$ cat src/rtl/gate_seq_ctrl.sv
// gate_seq_ctrl: walks a 2-input gate cell through all four input vectors.
// Define GATE_SEQ_FAIL_CAPTURE_EN to add first-mismatch capture ports.
module gate_seq_ctrl #(
    parameter int unsigned SETTLE = 2,
    parameter logic [3:0]  TRUTH  = 4'b1110
) (
    input  logic       clk,
    input  logic       rst,
    input  logic       start,
    input  logic       abort,
    input  logic       dut_out,
    output logic       dut_a,
    output logic       dut_b,
    output logic       busy,
    output logic       done,
    output logic       pass,
    output logic [2:0] err_cnt
`ifdef GATE_SEQ_FAIL_CAPTURE_EN
    ,
    output logic       fail_valid,
    output logic [1:0] fail_vec
`endif
);

    typedef enum logic [2:0] {
        S_IDLE,
        S_APPLY,
        S_WAIT,
        S_CHECK,
        S_DONE
    } state_t;

    localparam logic [3:0] SETTLE_C = SETTLE[3:0];

    state_t     state_q;
    logic [1:0] vec_q;
    logic [3:0] cnt_q;
    logic       a_q;
    logic       b_q;
    logic       busy_q;
    logic       done_q;
    logic       pass_q;
    logic [2:0] err_q;
    logic       mism_d;
    logic [2:0] err_d;

`ifdef GATE_SEQ_FAIL_CAPTURE_EN
    logic       fval_q;
    logic [1:0] fvec_q;
    assign fail_valid = fval_q;
    assign fail_vec   = fvec_q;
`endif

    assign mism_d = (dut_out != TRUTH[vec_q]);
    assign err_d  = err_q + {2'b00, mism_d};

    always_ff @(posedge clk or posedge rst) begin
        if (rst) begin
            state_q <= S_IDLE;
            vec_q   <= 2'd0;
            cnt_q   <= 4'd0;
            a_q     <= 1'b0;
            b_q     <= 1'b0;
            busy_q  <= 1'b0;
            done_q  <= 1'b0;
            pass_q  <= 1'b0;
            err_q   <= 3'd0;
`ifdef GATE_SEQ_FAIL_CAPTURE_EN
            fval_q  <= 1'b0;
            fvec_q  <= 2'd0;
`endif
        end else begin
            done_q <= 1'b0;
            // abort outranks every transition, but only once a run is live
            if (state_q != S_IDLE && abort) begin
                state_q <= S_IDLE;
                a_q     <= 1'b0;
                b_q     <= 1'b0;
                busy_q  <= 1'b0;
                pass_q  <= 1'b0;
            end else begin
                unique case (state_q)
                    S_IDLE: begin
                        if (start) begin
                            state_q <= S_APPLY;
                            vec_q   <= 2'd0;
                            a_q     <= 1'b0;
                            b_q     <= 1'b0;
                            busy_q  <= 1'b1;
                            pass_q  <= 1'b0;
                            err_q   <= 3'd0;
`ifdef GATE_SEQ_FAIL_CAPTURE_EN
                            fval_q  <= 1'b0;
                            fvec_q  <= 2'd0;
`endif
                        end
                    end
                    S_APPLY: begin
                        if (SETTLE_C == 4'd0) begin
                            state_q <= S_CHECK;
                        end else begin
                            state_q <= S_WAIT;
                            cnt_q   <= SETTLE_C;
                        end
                    end
                    S_WAIT: begin
                        cnt_q <= cnt_q - 4'd1;
                        if (cnt_q == 4'd1) begin
                            state_q <= S_CHECK;
                        end
                    end
                    S_CHECK: begin
                        err_q <= err_d;
`ifdef GATE_SEQ_FAIL_CAPTURE_EN
                        if (mism_d && !fval_q) begin
                            fval_q <= 1'b1;
                            fvec_q <= vec_q;
                        end
`endif
                        if (vec_q == 2'd3) begin
                            state_q <= S_DONE;
                            a_q     <= 1'b0;
                            b_q     <= 1'b0;
                            done_q  <= 1'b1;
                            pass_q  <= (err_d == 3'd0);
                        end else begin
                            state_q <= S_APPLY;
                            vec_q   <= vec_q + 2'd1;
                            {a_q, b_q} <= vec_q + 2'd1;
                        end
                    end
                    S_DONE: begin
                        state_q <= S_IDLE;
                        busy_q  <= 1'b0;
                    end
                    default: begin
                        state_q <= S_IDLE;
                        busy_q  <= 1'b0;
                    end
                endcase
            end
        end
    end

    assign dut_a   = a_q;
    assign dut_b   = b_q;
    assign busy    = busy_q;
    assign done    = done_q;
    assign pass    = pass_q;
    assign err_cnt = err_q;

endmodule

$ cat config.mk
export PLATFORM = sky130hd
export DESIGN_NAME = gate_seq_ctrl
export DESIGN_NICKNAME = d
export VERILOG_FILES = /design/src/rtl/gate_seq_ctrl.sv
export SDC_FILE = /design/constraint.sdc
export NUM_CORES = 1
export LEC_CHECK = 0
export ABC_AREA = 1
export BUFFER_PORTS_ARGS = -buffer_cell sky130_fd_sc_hd__buf_2
export CORE_MARGIN = 2
export CORE_UTILIZATION = 30
export CTS_BUF_LIST = sky130_fd_sc_hd__clkbuf_8
export CTS_CLUSTER_DIAMETER = 50
export DETAILED_ROUTE_END_ITERATION = 16
export HOLD_SLACK_MARGIN = 0.02
export PLACE_DENSITY = 0.55
export SLEW_MARGIN = 5
export SYNTH_ARGS = -nofsm -noshare
export SYNTH_HDL_FRONTEND = slang
export SYNTH_SLANG_ARGS = --single-unit
$ cat constraint.sdc
create_clock -name clk -period 2.05 [get_ports clk]
set_input_delay 0.41 -clock clk [delete_from_list [all_inputs] [get_ports clk]]
set_output_delay 0.41 -clock clk [all_outputs]
set_load 0.01 [all_outputs]
; ---- Word-level counts from Yosys, hierarchy flattened
; Cells that the tools add are included.
[totals]
latchBits = 0
wordCells = 70
rom_bits = 0
ramBits = 0
register_bits = 17
out_inout_bits = 8
inputBits = 5
mem_count = 0
[classes]
n_addsub = 3
multipliers = 0
shifts = 0
n_reduce_logical = 15
eq_ne = 12
n_mux = 29
div_mod_pow = 0
n_lt_le_gt_ge = 1
bitwise = 1
[ops]
columns = op, count
row1 = 3-bit two-way mux, 5
row2 = 1-bit two-way mux, 13
row3 = 3-bit one-hot mux with 4 select lines, 1
row4 = 3-bit inequality test (second input constant), 3
row5 = 1-bit one-hot mux with 2 select lines, 4
row6 = 4-bit one-hot mux with 2 select lines, 1
row7 = 2-bit AND reduction, 4
row8 = 3-bit by 2-bit equality test with 1-bit output (second input constant), 2
row9 = 3-bit zero test, 2
row10 = 3-bit one-hot mux with 2 select lines, 1
row11 = 3-bit AND reduction, 2
row12 = 3-bit nonzero test, 2
row13 = 4-bit by 1-bit equality test with 1-bit output (second input constant), 1
row14 = 2-bit two-way mux, 2
row15 = 2-bit inequality test (second input constant), 2
row16 = 2-bit one-hot mux with 2 select lines, 1
row17 = 4-bit AND reduction, 1
row18 = 2-bit nonzero test, 2
row19 = 4-bit by 1-bit subtractor with 4-bit output (second input constant), 1
row20 = 3-bit by 1-bit adder with 3-bit output, 1
row21 = 3-bit by 1-bit equality test with 1-bit output (second input constant), 1
row22 = 2-bit by 3-bit less-than comparator with 1-bit output (second input constant), 1
row23 = 3-bit OR reduction, 1
row24 = 2-bit by 1-bit adder with 2-bit output (second input constant), 1
row25 = other kinds (6), 6

; ---- Longest topological paths before layout
; Gate-level depths: netlist of the first run.
[logic_depth]
depth_word = 8
mapped_depth = 11
depth_no_buf = 11

; ---- Worst setup path before layout of the first run
; No wires, ideal clock.
[synth_timing]
kind = reg-to-reg
startpoint = register vec_q[0]
endpoint = register pass_q (netlist: pass)
synth_period_minus_slack_ns = 1.558
n_path_buf = 0
arrival_time_ns = 1.493
slack_ns = 0.492
required_time_ns = 1.985
setup_time_ns = 0.065
stages_incl_launch_ff = 11
path_cell_list = dfrtp_1 > inv_1 > ha_1 > xnor2_1 > ha_1 > ha_1 > nor2_1 > nand2_1 > nor2_1 > nand4_1 > nand2_1
[synth_via]
elab_chain_len = 8
elab_cells_between_ends = 11
cone_classes = 1 x add/sub / 3 x eq/ne / 5 x mux / 2 x reduce/logical
[synth_rtl]
columns = item, line
row1 = from (decl), 36  ; logic [1:0] vec_q;
row2 = from (signal assigned), 128  ; vec_q <= vec_q + 2'd1;
row3 = 1-bit binary-select mux with 2-bit select, 54  ; assign mism_d = (dut_out != TRUTH[vec_q]);
row4 = 1-bit two-way mux (not written as such), 54
row5 = 1-bit inequality test, 54
row6 = 3-bit by 1-bit adder with 3-bit output, 55  ; assign err_d = err_q + {2'b00, mism_d};
row7 = 3-bit zero test, 125  ; pass_q <= (err_d == 3'd0);
row8 = 1-bit two-way mux, 120  ; if (vec_q == 2'd3) begin
row9 = 1-bit one-hot mux with 2 select lines, 82  ; unique case (state_q)
row10 = 1-bit two-way mux, 75  ; if (state_q != S_IDLE && abort) begin
row11 = to (signal assigned), 125
row12 = to (decl), 42  ; logic pass_q;
; Several ways; a longest one is shown, not always the timed one. The select of a mux whose other input is x is not followed.
; A chain may end at the register's enable or synchronous reset.

; ---- Worst setup path after layout of the first run
; Ends and elaborated chain as after synthesis.

==> results of run 1 <==
-- layout by cell type (no fill, tap or decap), drive strengths merged --
master	count
nand3	13
nand2	31
a2bb2oi	1
ha	6
buf	12
dfrtp	17
nor3b	1
inv	16
o21ai	8
nand4	3
xnor2	1
nor3	1
nor2	14
a21oi	4
clkbuf	3
-- critical path: stages (launching register included) --
cell,delay [ps]
dfrtp_1,370
inv_1,70
ha_1,200
xnor2_1,130
ha_1,190
ha_1,290
nor2_1,90
nand2_1,60
nor2_1,80
nand4_1,80
nand2_1,60
-- cells by family after synthesis --
logic type      count (synthesis)  synth area share
simple gates                   63            0.3102
buf+inv                        15           0.06122
compound gates                 13           0.07482
xor+xnor                        1          0.009526
flops                          17            0.4626
fa+ha+maj                       6           0.08163
-- sequential cells by signal (all words and copies together) (netlist names) --
| register | count |
|---|---|
| busy | 1 |
| cnt_q | 4 |
| done | 1 |
| dut_a | 1 |
| dut_b | 1 |
| err_cnt | 3 |
| pass | 1 |
| state_q | 3 |
| vec_q | 2 |
-- routing by layer --
layer	GRT usage	share of wire	vias up	routed length (um)
li1	-	-	405	-
met1	0.1569	0.48	326	839
met2	0.2057	0.48	9	845
met3	0.02620	0.027	2	47
met4	0.02922	0.0097	0	17
met5	0	0	-	0
-- layout make-up --
| type | instances | area share |
|---|---|---|
| multi-input combinational | 83 | 0.4108 |
| sequential | 17 | 0.3991 |
| timing repair buffer | 12 | 0.05634 |
| inverter | 15 | 0.05282 |
| clock buffer | 3 | 0.03873 |
| tap | 33 | 0.03873 |
| clock inverter | 1 | 0.003521 |
-- how the worst max path moves through the flow --
| stage | slack (ps) | cells past startpoint | from | to |
|---|---|---|---|---|
| 2_1_floorplan | 490 | 10 | vec_q[0] | pass |
| 3_3_place_gp | 430 | 10 | vec_q[0] | pass |
| 3_5_place_dp | 370 | 10 | vec_q[0] | pass |
| 4_1_cts | 370 | 10 | vec_q[0] | pass |
| 5_1_grt | 160 | 10 | vec_q[0] | pass |
| 6_report | 390 | 10 | vec_q[0] | pass |
-- power breakdown --
part           switching (mW)  internal (mW)  leakage [nW]
clock network           0.106          0.133        0.0269
registers              0.0872          0.444         0.226
logic                   0.375          0.227         0.335
-- stage by stage --
step	hold slack, ps	cell area (um2)
3_3_place_gp	469.3	1021
6_report	244.0	1066
5_1_grt	301.8	1066
2_1_floorplan	336.1	919.6
3_5_place_dp	465.5	1021
4_1_cts	271.7	1066
==> metrics.txt, run 1 <==
status finished clean; RSZ-0062 raised after global routing no; Worst-path clk slew 60 ps; post-DR wirelength/cell 10.66 um; Setup violations, final 0; number of hold buffers added after CTS 0; pin count of the biggest net entering global routing 18; Crit. End Element flop; PwrDens 1287 nW/um2; leakage 0.5872 nW; Yosys Warn Count 0; initial antenna violation count 0; largest area contributor in the netlist dfrtp_1; io pins 13; total track usage 0.1214; total congestion overflow 0; Post-Place Setup Slack 374.8 ps; Final HPWL DP 1403 um; CTS tree done; share of the yosys chip area belonging to registers 0.4626; top cells by area, synth dfrtp_1, nand2_1, ha_1, nand3_1, inv_1; critical path fanouts, max 3; top_reg_cell synth dfrtp_1; reg2reg start vec_q[0]; Post-synth EDFFs 0; async set-or-reset flop fraction in the synthesized netlist 1.000; post-synth top area share 0.4626; worst setup path category flop to flop; vias 742; row cnt 20; Max VDD drop 0.0004623 V; Post-CTS Setup Bufs 0; worst clock skew 4.100 ps; synth unique cells 17; # diodes 0; HP Class input pin to asynchronous set/reset pin; final WL 1749 um; effective utilization at floorplan 0.3088; Final GP Congestion 0.7545; Fin. Hold Viols 0; count leader, synth nand2_1; post-cts resize count 0; Multi-input gate area 437.9 um2; Cells after DPL 160; vias in the first global route 767; CTS Root Cell clkbuf_8; Die Height 59.37 um; Fmax achieved 603.2 MHz; Final Core Density 0.3580; Starting DRT DRC Count 28; Finished Layout Cells 164; capturing point of the worst reg2reg path pass; flop2flop setup slack 390 ps; IO Port Bufs 12; final max-slew violation count 0; R2R cell count 10; Startpoint Class flop; Post-DRT Antenna Nets 0; DR vias/cell 4.524; Die X 59.37 um; worst-skew pair later-pin latency 250 ps; layout cell share with drive strength beyond 1 0.1527; TritonCTS buffer count 3; fin crit period 1658 ps; Remaining DRCs 0; max-cap violation count 0; post-synth net total 126; drt pass-1 iters 4; syn avg cell area 7.997 um2; Mapped Area 919.6 um2; Clock Path Buffers 2; Area Overhead vs Synth 15.92%; Register Area 425.4 um2; synth cell count leaders nand2_1, dfrtp_1, inv_1; critical path required time 2240 ps; final net count 143; cells after synthesis 115; total power 1.372 mW; Slew headroom 0.5623; FILL cells 326; Final Cycle Share 0.8087; Least-Margin Pin Slew 655.9 ps; number of synthesized register bits 17; Core Area 2978 um2; worst endpoint data arrival time 1850 ps; clock sink count 17; die area 3524 um2; worst setup margin 392.3 ps; first-pass GRT wire length 3291 um; setup TNS 0 ps; H-Tree Depth 1
No activity file was read; power rests on OpenSTA's default activity.
==> run 2, diff against run 1 <==
--- a/config.mk
+++ b/config.mk
@@ -13,7 +13,7 @@
 export CTS_CLUSTER_DIAMETER = 50
 export DETAILED_ROUTE_END_ITERATION = 16
 export HOLD_SLACK_MARGIN = 0.02
-export PLACE_DENSITY = 0.55
+export PLACE_DENSITY = 0.57
 export SLEW_MARGIN = 5
 export SYNTH_ARGS = -nofsm -noshare
 export SYNTH_HDL_FRONTEND = slang
==> constraint.sdc (replaced) <==
create_clock -name clk -period 1.37 [get_ports clk]
set_input_delay 0.274 -clock clk [delete_from_list [all_inputs] [get_ports clk]]
set_output_delay 0.274 -clock clk [all_outputs]
set_load 0.01 [all_outputs]
==> run 2 against run 1 <==
The run now ends with negative setup slack left. Maximum frequency increased by 8.1%. Non-clock buffer count increased by 9. Sequential share of layout area decreased by 4.0 points. Combinational power increased by 100%. Setup slack got worse by 560 ps. Via count increased by 11%. Global-route usage increased by 0.30 points. Largest cell class unchanged. Largest power group unchanged.
==> metrics.txt, run 2 (synthesis results as in run 1) <==
Max VDD drop 0.0008060 V (+74%); power share of the sequential group 0.329 (-0.058); Die Height 59.37 um (unchanged); final max-slew violation count 0 (unchanged); total track usage 0.1244 (+0.003011); Final Cycle Share 1.119 (+0.3102); final net count 152 (+6.3%); Clock Power Share 0.155 (-0.019); Worst-path clk slew 60 ps (about the same); TritonCTS buffer count 3 (unchanged); Die X 59.37 um (unchanged); layout cell share with drive strength beyond 1 0.2786 (+0.1259); Post-DRT Antenna Nets 0 (unchanged); final WL 1921 um (+9.8%); CTS Root Cell clkbuf_8; H-Tree Depth 1 (unchanged); R2R cell count 10 (unchanged); fin crit period 1533 ps (-124.9 ps); FILL cells 314 (-3.7%); max-cap violation count 0 (unchanged); die area 3524 um2 (unchanged); status finished, violations left; Clock Path Buffers 2 (unchanged); commonest cells after routing, fill and taps aside nand2_1, dfrtp_1, nand3_1, inv_1, buf_2; Final GP Congestion 0.7871 (+4.3%); drt pass-1 iters 3 (-1); RSZ-0062 raised after global routing yes; vias in the first global route 796 (+3.8%); flop2flop setup slack -160 ps (-560 ps); worst setup margin -162.9 ps (-555.1 ps); Fin. Hold Viols 0 (unchanged); number of hold buffers added after CTS 0 (unchanged); IO Port Bufs 12 (unchanged); failing checks negative setup slack; pin count of the biggest net entering global routing 18 (unchanged); worst clock skew 0.9030 ps (-3.197 ps); post-DR wirelength/cell 11.10 um (+4.1%); leakage 0.6324 nW (+7.7%); number of flip-flops in the largest register 4 (unchanged); vias 827 (+11%); Slew headroom 0.8481 (+0.2858); effective utilization at floorplan 0.3088 (unchanged); Crit. End Element flop; sw frac 0.4042 (-0.01029); design area 1184 um2 (+11%); capturing point of the worst reg2reg path pass; reg2reg start vec_q[0]; worst setup path category flop to flop; first-pass GRT wire length 3263 um (-0.85%); Combinational Power Share 0.516 (+0.077); Finished Layout Cells 173 (+5.5%); Starting DRT DRC Count 7 (-75%); # diodes 0 (unchanged); clock sink count 17 (unchanged); worst hold margin 15.13 ps (-228.8 ps); critical path fanouts, max 2 (-1); Net Sw Power 964.3 uW (+70%); Fmax achieved 652.4 MHz (+8.1%); io pins 13 (unchanged); Final Core Density 0.3975 (+0.03950); internal power 1.422 mW (+77%); Area Overhead vs Synth 28.71%; critical path required time 1560 ps (-680 ps); most common cell after layout, fill and taps aside nand2_1; Setup violations, final 2 (+2); Worst Setup SP vec_q[0]; total congestion overflow 0 (unchanged); Top reg by flops cnt_q; setup TNS -240.8 ps (-240.8 ps); row cnt 20 (unchanged); DR vias/cell 4.780 (+5.7%); worst endpoint data arrival time 1730 ps (-120 ps); CTS tree done; worst setup path endpoint pass; HP Class input pin to asynchronous set/reset pin; initial antenna violation count 0 (unchanged); worst-skew pair later-pin latency 250 ps (about the same); Remaining DRCs 0 (unchanged); Least-Margin Pin Slew 227.8 ps (-428.0 ps); placed inst area 1091 um2 (+6.9%); PwrDens 2016 nW/um2 (+57%); Final HPWL DP 1498 um (+6.8%); Core Area 2978 um2 (unchanged); Cells after DPL 167 (+4.4%); Startpoint Class flop
## run 2: changes by cell type in the layout (fill, tap and decap cells not counted), sizes merged
cell	delta
buf	+9
## run 2: critical path, cell delays in order (launching register included)
cell and delay [ps]:
dfrtp_1 390, inv_2 80, ha_4 130, xnor2_2 100, ha_2 200, ha_4 200, nor2_2 70, nand2_1 50
nor2_1 100, nand4_1 90, nand2_1 60
## run 2: worst min path at each step
stage,from,end,slack [ps],cells after the start
finish,rst,cnt_q[1],20,3
global route,rst,cnt_q[1],60,3
CTS,rst,vec_q[1],30,3
detailed placement,rst,cnt_q[1],300,3
global placement,rst,cnt_q[2],300,3
floorplan,rst,busy,200,1
## run 2: cell type report
| class | instances | area (um2) | area share |
|---|---|---|---|
| Inverter | 15 | 56.30 | 0.04757 |
| Tap cell | 33 | 41.29 | 0.03488 |
| Multi-Input combinational cell | 83 | 488.0 | 0.4123 |
| Clock buffer | 3 | 41.29 | 0.03488 |
| Clock inverter | 1 | 3.754 | 0.003171 |
| Timing Repair Buffer | 21 | 127.6 | 0.1078 |
| Sequential cell | 17 | 425.4 | 0.3594 |
## run 2: stage by stage
step / setup slack (ps) / power, mW
floorplan: -168.6 / 1.500
global placement: -205.9 / 1.824
finish: -162.9 / 2.386
CTS: -166.8 / 2.378
detailed placement: -245.2 / 1.886
global route: -303.1 / 2.604
## run 2: power by group through the flow
stage | registers [mW] | logic, mW | clock network (mW)
6_report | 0.785 | 1.23 | 0.369
3_5_place_dp | 0.790 | 1.10 | 0
2_1_floorplan | 0.809 | 0.691 | 0
5_1_grt | 0.803 | 1.40 | 0.398
3_3_place_gp | 0.781 | 1.04 | 0
4_1_cts | 0.785 | 1.22 | 0.379
## run 2: routing by layer
metal / wire [um] / track usage
met5: 0 / 0
met4: 36 / 0.04870
met3: 71 / 0.03493
met2: 971 / 0.2198
met1: 841 / 0.1401
## run 2: timing repair
item	4_1_cts	5_1_grt
gates resized for setup	5	4
setup buffers	1	1
setup endpoints to repair	3	5
pin swaps	7	6
==> run 3, diff against run 2 <==
--- a/config.mk
+++ b/config.mk
@@ -5,15 +5,14 @@
 export SDC_FILE = /design/constraint.sdc
 export NUM_CORES = 1
 export LEC_CHECK = 0
-export ABC_AREA = 1
-export BUFFER_PORTS_ARGS = -buffer_cell sky130_fd_sc_hd__buf_2
 export CORE_MARGIN = 2
 export CORE_UTILIZATION = 30
 export CTS_BUF_LIST = sky130_fd_sc_hd__clkbuf_8
 export CTS_CLUSTER_DIAMETER = 50
 export DETAILED_ROUTE_END_ITERATION = 16
+export DONT_BUFFER_PORTS = 1
 export HOLD_SLACK_MARGIN = 0.02
-export PLACE_DENSITY = 0.57
+export PLACE_DENSITY = 0.53
 export SLEW_MARGIN = 5
 export SYNTH_ARGS = -nofsm -noshare
 export SYNTH_HDL_FRONTEND = slang
==> run 3 against run 2 <==
Global-route usage grew 0.62 points. Sequential power shrank 1%. Wire length grew 25%. Largest power group unchanged. Final cell count is the same. Area after synthesis grew 13%. Die area grew 12%. Highest routed layer is now met3. The flow still finishes with violations (negative setup slack).
==> metrics.txt, run 3 <==
most common cell after layout, fill and taps aside buf_4; Final Cycle Share 1.337 (+0.2177); Cells after DPL 161 (-3.6%); post-DR wirelength/cell 13.92 um (+25%); worst setup path category flop to flop; Clock Path Buffers 2 (unchanged); Remaining DRCs 0 (unchanged); worst hold margin 201.7 ps (+186.6 ps); PwrDens 1727 nW/um2 (-14%); TritonCTS buffer count 3 (unchanged); clock sink count 17 (unchanged); Worst-path clk slew 70 ps (about the same); Slew headroom 0.7929 (-0.05522); final WL 2408 um (+25%); syn avg cell area 10.74 um2 (+34%); share of the yosys chip area belonging to registers 0.4082 (-0.05442); top_reg_cell synth dfrtp_1; Yosys Warn Count 0 (unchanged); Final HPWL DP 1605 um (+7.1%); number of synthesized register bits 17 (unchanged); Die Height 62.94 um (+6.0%); leakage 0.6882 nW (+8.8%); R2R cell count 8 (-2); IO Port Bufs 0 (-12); DR vias/cell 4.705 (-1.6%); CTS tree done; fin crit period 1831 ps (+298.2 ps); async set-or-reset flop fraction in the synthesized netlist 1.000 (unchanged); commonest cells after routing, fill and taps aside buf_4, dfrtp_1, inv_1; Post-synth EDFFs 0 (unchanged); Post-DRT Antenna Nets 0 (unchanged); Fmax achieved 546.1 MHz (-16%); reg2reg start vec_q[1]; Final GP Congestion 0.8339 (+5.9%); first-pass GRT wire length 4126 um (+26%); status finished, violations left; design area 1540 um2 (+30%); critical path fanouts, max 2 (unchanged); Startpoint Class flop; top cells by area, synth dfrtp_1, ha_1, inv_1, a21o_1, a22o_1; number of flip-flops in the largest register 4 (unchanged); Core Area 3337 um2 (+12%); initial antenna violation count 0 (unchanged); vias in the first global route 892 (+12%); row cnt 21 (+5.0%); Max VDD drop 0.0008468 V (+5.1%); Top reg by flops cnt_q; CTS Root Cell clkbuf_8; final net count 139 (-8.6%); total track usage 0.1307 (+0.006236); post-synth net total 108 (-14%); max-cap violation count 0 (unchanged); die area 3961 um2 (+12%); Worst Setup SP vec_q[1]; synth cell count leaders dfrtp_1, inv_1, ha_1, nand2_1, a21o_1; post-synth top area share 0.4082 (-0.05442); io pins 13 (unchanged); RSZ-0062 raised after global routing yes; FILL cells 325 (+3.5%); worst-skew pair later-pin latency 250 ps (about the same); Finished Layout Cells 173 (unchanged); Crit. End Element flop; placed inst area 1250 um2 (+15%); drt pass-1 iters 2 (-1); # diodes 0 (unchanged); pin count of the biggest net entering global routing 18 (unchanged); flop2flop setup slack -460 ps (-300 ps); critical path required time 1560 ps (about the same); capturing point of the worst reg2reg path err_cnt[2]; total power 2.660 mW (+11%); worst setup path endpoint err_cnt[2]; total congestion overflow 0 (unchanged); vias 814 (-1.6%); largest area contributor in the netlist dfrtp_1; worst setup margin -461.1 ps (-298.2 ps); failing checks negative setup slack; Area Overhead vs Synth 47.78%; worst endpoint data arrival time 2020 ps (+290 ps); effective utilization at floorplan 0.3123 (+0.003513); cells after synthesis 97 (-16%); Mapped Area 1042 um2 (+13%); H-Tree Depth 1 (unchanged); worst clock skew 1.474 ps (+0.5709 ps); layout cell share with drive strength beyond 1 0.4961 (+0.2175); Least-Margin Pin Slew 309.3 ps (+81.52 ps); synth unique cells 42 (+25); count leader, synth dfrtp_1; Die X 62.94 um (+6.0%); HP Class input pin to flop; Setup violations, final 12 (+10); Starting DRT DRC Count 14 (+7); final max-slew violation count 0 (unchanged); Fin. Hold Viols 0 (unchanged)
## run 3: what timing repair did
| item | CTS | global route |
|---|---|---|
| cloned | 0 | 0 |
| hold buffers | 1 | 0 |
| setup endpoints to repair | 13 | 13 |
| hold endpoints to repair | 17 | 0 |
| gates resized for setup | 18 | 16 |
| buffers inserted | 2 | 6 |
| pin swaps | 6 | 17 |
## run 3: worst max-delay path: stages, from the launching register on
cell     delay, ps
dfrtp_1        370
inv_1           60
ha_2           170
xnor2_1        110
ha_2           210
ha_4           120
or4b_1         440
o21ai_1        110
a32o_2         180
## run 3: worst min path at each step
stage,from,to,slack [ps],cells past startpoint
4_1_cts,abort,cnt_q[0],200,3
3_5_place_dp,rst,done,200,2
6_report,abort,cnt_q[0],200,3
3_3_place_gp,rst,done,200,2
5_1_grt,abort,state_q[1],200,2
2_1_floorplan,rst,busy,200,1
## run 3: cell families after synthesis
| group | Yosys count | share of synthesized area |
|---|---|---|
| AND/OR/NAND/NOR | 29 | 0.2041 |
| adder cells (fa/ha/maj) | 6 | 0.07203 |
| multiplexers | 3 | 0.03121 |
| buffers and inverters | 17 | 0.08163 |
| XOR/XNOR | 3 | 0.02521 |
| AO/OA/AOI/OAI | 22 | 0.1777 |
| flip-flops | 17 | 0.4082 |
## run 3: power breakdown
| group | internal [mW] | switching [mW] |
|---|---|---|
| Combinational | 0.828 | 0.686 |
| Sequential | 0.639 | 0.136 |
| Clock | 0.199 | 0.172 |
## run 3: metal layers
| metal | track usage | part of all wire | vias to the layer above |
|---|---|---|---|
| li1 | - | - | 407 |
| met3 | 0.04505 | 0.047 | 0 |
| met2 | 0.2261 | 0.50 | 15 |
| met4 | 0.02222 | 0 | 0 |
| met5 | 0 | 0 | - |
| met1 | 0.1580 | 0.45 | 392 |
## run 3: metrics by stage
step                      setup TNS [ps]  setup WS [ps]    util
after global placement             -1293         -381.7  0.3746
after floorplan                   -662.6         -381.9       -
after global routing               -2291         -561.1  0.4616
after detailed placement           -1533         -473.7  0.3746
after CTS                          -1546         -460.9  0.4241
final                              -1514         -461.1  0.4616
## run 3: cell type report
| class | instances | area [um2] | share of cell area |
|---|---|---|---|
| multi-input combinational | 63 | 706.9 | 0.4590 |
| sequential | 17 | 427.9 | 0.2778 |
| timing repair buffer | 31 | 257.7 | 0.1673 |
| tap | 46 | 57.56 | 0.03737 |
| inverter | 12 | 45.04 | 0.02924 |
| clock buffer | 3 | 41.29 | 0.02681 |
| clock inverter | 1 | 3.754 | 0.002437 |
